===== config.mk =====
export PLATFORM = sky130hd
export DESIGN_NAME = io_bank_ctrl
export DESIGN_NICKNAME = d
export VERILOG_FILES = /design/src/rtl/io_bank_ctrl.sv
export SDC_FILE = /design/constraint.sdc
export NUM_CORES = 1
export LEC_CHECK = 0
export BUFFER_PORTS_ARGS = -buffer_cell sky130_fd_sc_hd__buf_2
export CAP_MARGIN = 10
export CORE_MARGIN = 4
export CORE_UTILIZATION = 44
export DETAILED_ROUTE_END_ITERATION = 8
export GPL_TIMING_DRIVEN = 0
export HOLD_SLACK_MARGIN = 0.05
export PLACE_DENSITY_LB_ADDON = 0.12
export SETUP_SLACK_MARGIN = 0.02
export SLEW_MARGIN = 20
export SYNTH_ARGS = -nofsm -noshare
export SYNTH_HDL_FRONTEND = slang
export SYNTH_SLANG_ARGS = --single-unit

===== constraint.sdc =====
create_clock -name clk -period 1 [get_ports clk]
set_input_delay 0.05 -clock clk [delete_from_list [all_inputs] [get_ports clk]]
set_output_delay 0.05 -clock clk [all_outputs]
set_load 0.1 [all_outputs]

===== src/rtl/io_bank_ctrl.sv =====
// N-channel pad-bank controller: per-channel cell config registers, registered core output data,
// synchronised and optionally glitch-filtered pad inputs, sticky edge flags and a combined irq.
// Build option: define IO_BANK_FILTER_EN to include the per-channel glitch filter.
module io_bank_ctrl #(
  parameter int                      N_CH          = 8,
  parameter int                      IOCELL_CFG_W  = 3,
  parameter logic [IOCELL_CFG_W-1:0] RESET_CFG     = 3'b111,
  parameter int                      SYNC_STAGES   = 2,
  parameter int                      FILTER_CYCLES = 4
) (
  input  logic                           clk,
  input  logic                           rst,
  input  logic                           cfg_we,
  input  logic [$clog2(N_CH):0]          cfg_addr,
  input  logic [IOCELL_CFG_W-1:0]        cfg_wdata,
  output logic [IOCELL_CFG_W-1:0]        cfg_rdata,
  output logic                           cfg_err,
  input  logic [N_CH-1:0]                gpio_out,
  output logic [N_CH-1:0]                gpio_in,
  input  logic [N_CH-1:0]                irq_rise_en,
  input  logic [N_CH-1:0]                irq_fall_en,
  input  logic [N_CH-1:0]                status_clr,
  output logic [N_CH-1:0]                edge_status,
  output logic                           irq,
  output logic [N_CH*IOCELL_CFG_W-1:0]   cell_cfg,
  output logic [N_CH-1:0]                cell_from_core,
  input  logic [N_CH-1:0]                cell_to_core
);

  localparam int AW = $clog2(N_CH) + 1;

  if (N_CH < 1 || N_CH > 32 || SYNC_STAGES < 2 || FILTER_CYCLES < 1 || FILTER_CYCLES > 255) begin : g_param_check
    $error("io_bank_ctrl: parameter out of range");
  end

  logic [N_CH*IOCELL_CFG_W-1:0] cfg_q;
  logic [N_CH-1:0]              sync_q [SYNC_STAGES];
  logic [N_CH-1:0]              sync_out;
  logic [N_CH-1:0]              gpio_in_q;
  logic [N_CH-1:0]              edge_set;
  logic                         addr_ok;

  assign addr_ok  = (cfg_addr < AW'(N_CH));
  assign cell_cfg = cfg_q;
  assign sync_out = sync_q[SYNC_STAGES-1];

  always_comb begin
    cfg_rdata = '0;
    for (int i = 0; i < N_CH; i++) begin
      if (cfg_addr == AW'(i)) cfg_rdata = cfg_q[i*IOCELL_CFG_W +: IOCELL_CFG_W];
    end
  end

  // Config and output data share one register stage so they reach the cell on the same edge.
  always_ff @(posedge clk) begin
    if (rst) begin
      cfg_q          <= {N_CH{RESET_CFG}};
      cfg_err        <= 1'b0;
      cell_from_core <= '0;
    end else begin
      cfg_err        <= cfg_we & ~addr_ok;
      cell_from_core <= gpio_out;
      for (int i = 0; i < N_CH; i++) begin
        if (cfg_we && cfg_addr == AW'(i)) cfg_q[i*IOCELL_CFG_W +: IOCELL_CFG_W] <= cfg_wdata;
      end
    end
  end

  always_ff @(posedge clk) begin
    if (rst) begin
      for (int k = 0; k < SYNC_STAGES; k++) sync_q[k] <= '0;
    end else begin
      sync_q[0] <= cell_to_core;
      for (int k = 1; k < SYNC_STAGES; k++) sync_q[k] <= sync_q[k-1];
    end
  end

`ifdef IO_BANK_FILTER_EN
  logic [7:0] flt_cnt [N_CH];

  // A new level is accepted only after FILTER_CYCLES consecutive cycles of disagreement.
  always_ff @(posedge clk) begin
    if (rst) begin
      gpio_in <= '0;
      for (int i = 0; i < N_CH; i++) flt_cnt[i] <= 8'd0;
    end else begin
      for (int i = 0; i < N_CH; i++) begin
        if (sync_out[i] == gpio_in[i]) begin
          flt_cnt[i] <= 8'd0;
        end else if (flt_cnt[i] == 8'(FILTER_CYCLES - 1)) begin
          gpio_in[i] <= sync_out[i];
          flt_cnt[i] <= 8'd0;
        end else begin
          flt_cnt[i] <= flt_cnt[i] + 8'd1;
        end
      end
    end
  end
`else
  always_ff @(posedge clk) begin
    if (rst) gpio_in <= '0;
    else     gpio_in <= sync_out;
  end
`endif

  assign edge_set = (gpio_in & ~gpio_in_q & irq_rise_en) | (~gpio_in & gpio_in_q & irq_fall_en);

  // A new edge in the same cycle as its clear keeps the flag set.
  always_ff @(posedge clk) begin
    if (rst) begin
      gpio_in_q   <= '0;
      edge_status <= '0;
    end else begin
      gpio_in_q   <= gpio_in;
      edge_status <= (edge_status & ~status_clr) | edge_set;
    end
  end

  assign irq = |edge_status;

endmodule


==> impl_metrics.toml, run 1 <==
[clock_network]
path_clk_slew_ns = 0.08
insertion_delay_ns = 0.35
numCtsBuffers = 9
cts.path.max_buffers = 2
cts_tree = "yes"
clock_sink_count = 73
cts-root-buf = "clkbuf_8"
h-tree-depth = 3

[finish]
final_cell_area_sq_mm = 0.00495
drive_gt1_share_pct = 43.0
num-nets-final = 485
syn_to_final_growth_pct = 77.8
fillCellCount = 348

[power]
power.leakage_nw = 2.06
switching_share_pct = 31.1
p_total_mw = 6.80
intPower_mw = 4.68
clockPowerShare_pct = 34.6
pwr-share-seq_pct = 44.0
p_switching_mw = 2.12
powerDensity_mw_per_mm2 = 1370
comb_power_share_pct = 21.4
peakVddDrop_mv = 1.22

[setup_path]
startpoint_type = "primary input"
cp_max_fo = 10
path_class = "in2out"
cp_data_required_time_ns = 0.95
r2r_start = "edge_status[7]$_SDFF_PP0_"
critical_path_arrival_ns = 1.50
crit_start = "cfg_addr[1]"
endpoint_kind = "primary output"

[grt]
antenna_found_initial = 0
grt_overflow_total = 0
grt_use_total_pct = 22.0
grt.met1_usage_pct = 25.7
grt_max_degree = 15
grt_pass1_wl_mm = 12.9
use_met3_pct = 5.96
grt_pass1_vias = 2691
grt.busiest_layer = "met2"
use_met2_pct = 37.1

[sta]
tns_ns = -2.06
setup_viol = 7
rsz0062_at_grt = "true"
finalMaxSlewViolations = 0
period_needed_ns = 1.55
setup_slack_ns = -0.548
slew_headroom_pct = 61.8
fin_skew_ns = 0.00897
min_period_over_period_pct = 155
hold_violations = 0
fmax_mhz = 646
tightest_slew_ns = 0.573

[die]
start_util_pct = 46.2
coreArea_sq_mm = 0.00603
die_h_um = 87.5
die-area_sq_mm = 0.00766
num_io_pins = 103
rows = 28
die_x_um = 87.5

[synth]
syn_nets = 344
syn_avg_cell_area_sq_um = 9.46
syn_inst = 294
yosysUniqueCellTypes = 29
yosys_warnings = 0
syn_area_sq_mm = 0.00278
seq_area_frac_synth_pct = 52.5
yosys_register_bits = 73

[placement]
port_buffers = 97
place_congestion = 0.889
hpwl_mm = 5.02
dpl-instance-area_sq_mm = 0.00361

[hold_path]
min-delay-start = "status_clr[6]"
hold_class = "in2reg"

[drt]
ant_nets = 0
vias = 2583
via_per_inst = 5.01
drc_errors = 0
wl_mm = 8.41
drtIter0Drc = 106
drt-pass1-iter-count = 4
wl_per_cell_um = 16.3

[outcome]
violations = "negative setup slack"
outcome = "finished with violations"

[flow_run]
drv_cap = 0
## kinds of logic after synthesis
kind of cell | count (synthesis) | share of synthesized area, %
muxes | 12 | 4.32
buffers and inverters | 36 | 5.17
AOI/OAI and AO/OA | 48 | 11.7
DFF | 73 | 52.5
and+or+nand+nor | 125 | 26.3
## metal layers
metal | part of all wire, % | wire length (um)
met5 | 0 | 0
met4 | 2.6 | 215
met3 | 5.5 | 464
met2 | 53 | 4440
met1 | 39 | 3290
## final cells by class
class | count | area, sq um | area share [%]
Sequential cell | 73 | 1610 | 32.5
Timing Repair Buffer | 130 | 1560 | 31.5
Multi-Input combinational cell | 185 | 1320 | 26.7
Clock buffer | 9 | 124 | 2.50
Tap cell | 75 | 93.8 | 1.90
Buffer | 16 | 87.6 | 1.77
Clock inverter | 7 | 76.3 | 1.54
Inverter | 20 | 75.1 | 1.52
Antenna cell | 1 | 2.50 | 0.0506
## flip-flops by register name, summed over array words and instances (netlist names)
register and flops:
gpio_in 8, cell_from_core 8, cfg_err 1, sync_q 16, edge_status 8, cell_cfg 24
gpio_in_q 8
## power by group through the flow
stage               clock network [mW]  logic (mW)  registers, mW
finish                            2.35        1.46           2.99
global placement                     0        1.09           3.03
floorplan                            0       0.482           3.40
CTS                               2.39        1.37           2.98
global route                      2.53        1.53           3.01
detailed placement                   0        1.10           3.03
## layout by cell type, fill, tap and decap left out, types with 9 or more instances in the layout
master	n
dlygate4sd3_1	30
dfxtp_4	37
nor2_1	21
a211o_1	12
buf_12	44
dfxtp_1	28
nand2_1	18
nor2b_1	50
clkbuf_1	10
inv_1	19
mux2i_1	12
buf_2	47
nand2b_1	13
clkbuf_8	9
## Yosys cell counts, drive strengths merged
| master | count | share of area, % |
|---|---|---|
| a22oi | 3 | 0.81 |
| nand2 | 19 | 2.6 |
| nor4 | 2 | 0.45 |
| or3 | 1 | 0.22 |
| nand3 | 3 | 0.54 |
| a211o | 12 | 3.8 |
| or4b | 1 | 0.49 |
| and4 | 1 | 0.31 |
| buf | 6 | 1.1 |
| clkbuf | 10 | 1.3 |
| nor2b | 50 | 11 |
| a31oi | 11 | 2.5 |
| or2b | 1 | 0.27 |
| nand3b | 7 | 2.3 |
| nand2b | 13 | 2.9 |
| nor2 | 24 | 3.5 |
| and2b | 1 | 0.27 |
| dfxtp | 73 | 53 |
| o221ai | 3 | 0.94 |
| o21ai | 12 | 2.2 |
| nor3b | 2 | 1.1 |
| inv | 20 | 2.7 |
| mux2i | 12 | 4.3 |
| o22ai | 7 | 1.6 |
## path summary, 6_finish.rpt
check	end	slack, ns	depth (start not counted)
setup / recovery	cfg_rdata[1]	-0.55	7
hold / removal	edge_status[6]$_SDFF_PP0_	0.06	4
setup reg to reg	edge_status[7]$_SDFF_PP0_	0.03	5
hold reg to reg	gpio_in[1]$_SDFF_PP0_	0.43	1
## stage by stage
| step | cells | hold slack (ns) | utilization (%) | setup slack, ns |
|---|---|---|---|---|
| floorplan | 294 | 0.164 | - | -0.524 |
| global placement | 466 | 0.258 | 60.0 | -0.751 |
| detailed placement | 466 | 0.264 | 60.0 | -0.792 |
| CTS | 511 | 0.0245 | 77.9 | -0.568 |
| global route | 515 | 0.0959 | 82.1 | -0.605 |
| finish | 516 | 0.0604 | 82.1 | -0.548 |
## worst max-delay path, stage by stage
cell	delay [ns]
buf_2	0.13
buf_12	0.14
or4b_4	0.53
o21ai_1	0.11
a31oi_2	0.08
o221ai_4	0.23
buf_12	0.21
## repair_timing
item	CTS	global route
endpoints found under the hold margin	25	1
hold buffers	29	1
resized for setup	166	56
setup buffers	0	3
pin swaps	7	7
gates cloned	0	0
setup endpoints to repair	53	44
(Power assumes the default switching activity.)
==> run 2, diff against run 1 <==
CORE_ASPECT_RATIO = 1.25   (was unset)
==> run 2 against run 1 <==
  * The flow still finishes with violations (negative setup slack)
  * Sequential power about the same
  * Via count up 0.85%
  * Total power about the same
  * Clock power about the same
  * Die area up 0.10%
  * First-iteration DRC count down 14%
  * Maximum frequency up 0.73%
  * Largest power group unchanged
==> impl_metrics.toml, run 2 (same netlist as run 1, synthesis figures left out) <==
[outcome]
outcome = "finished with violations"
violations = "negative setup slack"

[drt]
vias = 2605
via_per_inst = 4.94
wl_mm = 8.63
ant_nets = 0
drc_errors = 0
wl_per_cell_um = 16.4
drtIter0Drc = 91
drt-pass1-iter-count = 4

[grt]
grt_max_degree = 14
grt_use_total_pct = 21.1
grt_overflow_total = 0
grt_pass1_vias = 2690
grt_pass1_wl_mm = 12.6
antenna_found_initial = 0

[placement]
hpwl_mm = 4.88
dpl-instance-area_sq_mm = 0.00363
place_congestion = 0.831
place_inst = 476
port_buffers = 97
dpl_worst_slack_ns = -0.783

[power]
p_total_mw = 6.80
peakVddDrop_mv = 0.932
powerDensity_mw_per_mm2 = 1370
power.leakage_nw = 2.08

[clock_network]
numCtsBuffers = 9
cts-root-buf = "clkbuf_8"
cts_tree = "yes"
clock_sink_count = 73
insertion_delay_ns = 0.34
h-tree-depth = 3
path_clk_slew_ns = 0.07
cts.path.max_buffers = 2

[setup_path]
cp_max_fo = 10
startpoint_type = "primary input"
crit_top_cell = "buf_12"
cp_slowest_cell = "or4b_4"
endpoint_kind = "primary output"
path_cells = "buf_2 -> buf_12 -> or4b_4 -> o21ai_2 -> a31oi_2 -> o221ai_4 -> buf_12"
path_class = "in2out"
slowest_delay_ns = 0.55
cp_data_required_time_ns = 0.95
critical_path_arrival_ns = 1.49
worst-r2r-cell-count = 4

[sta]
hold_violations = 0
hold_slack_ns = 0.0822
setup_slack_ns = -0.537
finalMaxSlewViolations = 0
slew_headroom_pct = 63.1
setup_viol = 8
fin_skew_ns = 0.00592
period_needed_ns = 1.54
fmax_mhz = 651
tightest_slew_ns = 0.553
rsz0062_at_grt = "true"
min_period_over_period_pct = 154
tns_ns = -2.14

[finish]
final_cell_area_sq_mm = 0.00497
layout_commonest_cell = "nor2b_1"
syn_to_final_growth_pct = 78.5
fin_util_pct = 80.6
antenna_cells = 0
stdcell_count = 527
final_cell_mix = "nor2b_1, buf_2, buf_12"
drive_gt1_share_pct = 42.3
num-nets-final = 487
largest_reg_flops = 24

[die]
start_util_pct = 45.1
die_h_um = 96.9
die-area_sq_mm = 0.00767
rows = 32
num_io_pins = 103
die_x_um = 79.1
coreArea_sq_mm = 0.00617

[hold_path]
hold_path_depth = 4
hold_class = "in2reg"

[flow_run]
drv_cap = 0
## run 2: cell count changes in the layout (fill, tap and decap cells not counted), moves of 2 or more
cell       change
clkbuf_16      +2
inv_6          -2
dfxtp_2        -4
buf_4          +3
dfxtp_1        +4
## run 2: path summary, 6_finish.rpt
kind / startpoint / to / slack, ns
worst max-delay path: cfg_addr[1] / cfg_rdata[2] / -0.54
worst min register to register: sync_q[0][6]$_SDFF_PP0_ / sync_q[1][6]$_SDFF_PP0_ / 0.43
worst min-delay path: status_clr[7] / edge_status[7]$_SDFF_PP0_ / 0.08
worst max register to register: edge_status[6]$_SDFF_PP0_ / edge_status[6]$_SDFF_PP0_ / 0.04
## run 2: layout make-up
class                   count  area (sq um)
fillers                   375          1200
repair buffers            133          1580
clock buffers              12           178
multi-input cells         185          1320
well taps                  85           106
flip-flops and latches     73          1610
inverters                  20          75.1
clock inverters             4          28.8
plain buffers              15          82.6
## run 2: routing by layer
layer,part of all wire [%],vias up,global-route usage (%)
met4,2.1,0,8.60
met2,52,101,37.9
met5,0,-,0
met3,6.1,15,5.87
li1,-,1270,-
met1,40,1219,22.9
## run 2: worst max-delay path, delay by kind of cell
kind            cells  cell delay [ns]
buf+inv             3             0.48
simple gates        1             0.55
compound gates      3             0.41
## run 2: where the power goes
group | switching [mW] | internal [mW]
Combinational | 0.880 | 0.582
Sequential | 0.0708 | 2.92
Clock | 1.13 | 1.22
Total | 2.08 | 4.71
## run 2: repair_timing
item                                    CTS  global route
hold buffers                             30             0
setup buffers                             1             5
resized for setup                       166            50
endpoints found under the hold margin    25             0
endpoints found under the setup margin   53            46
pin swaps                                 6             5
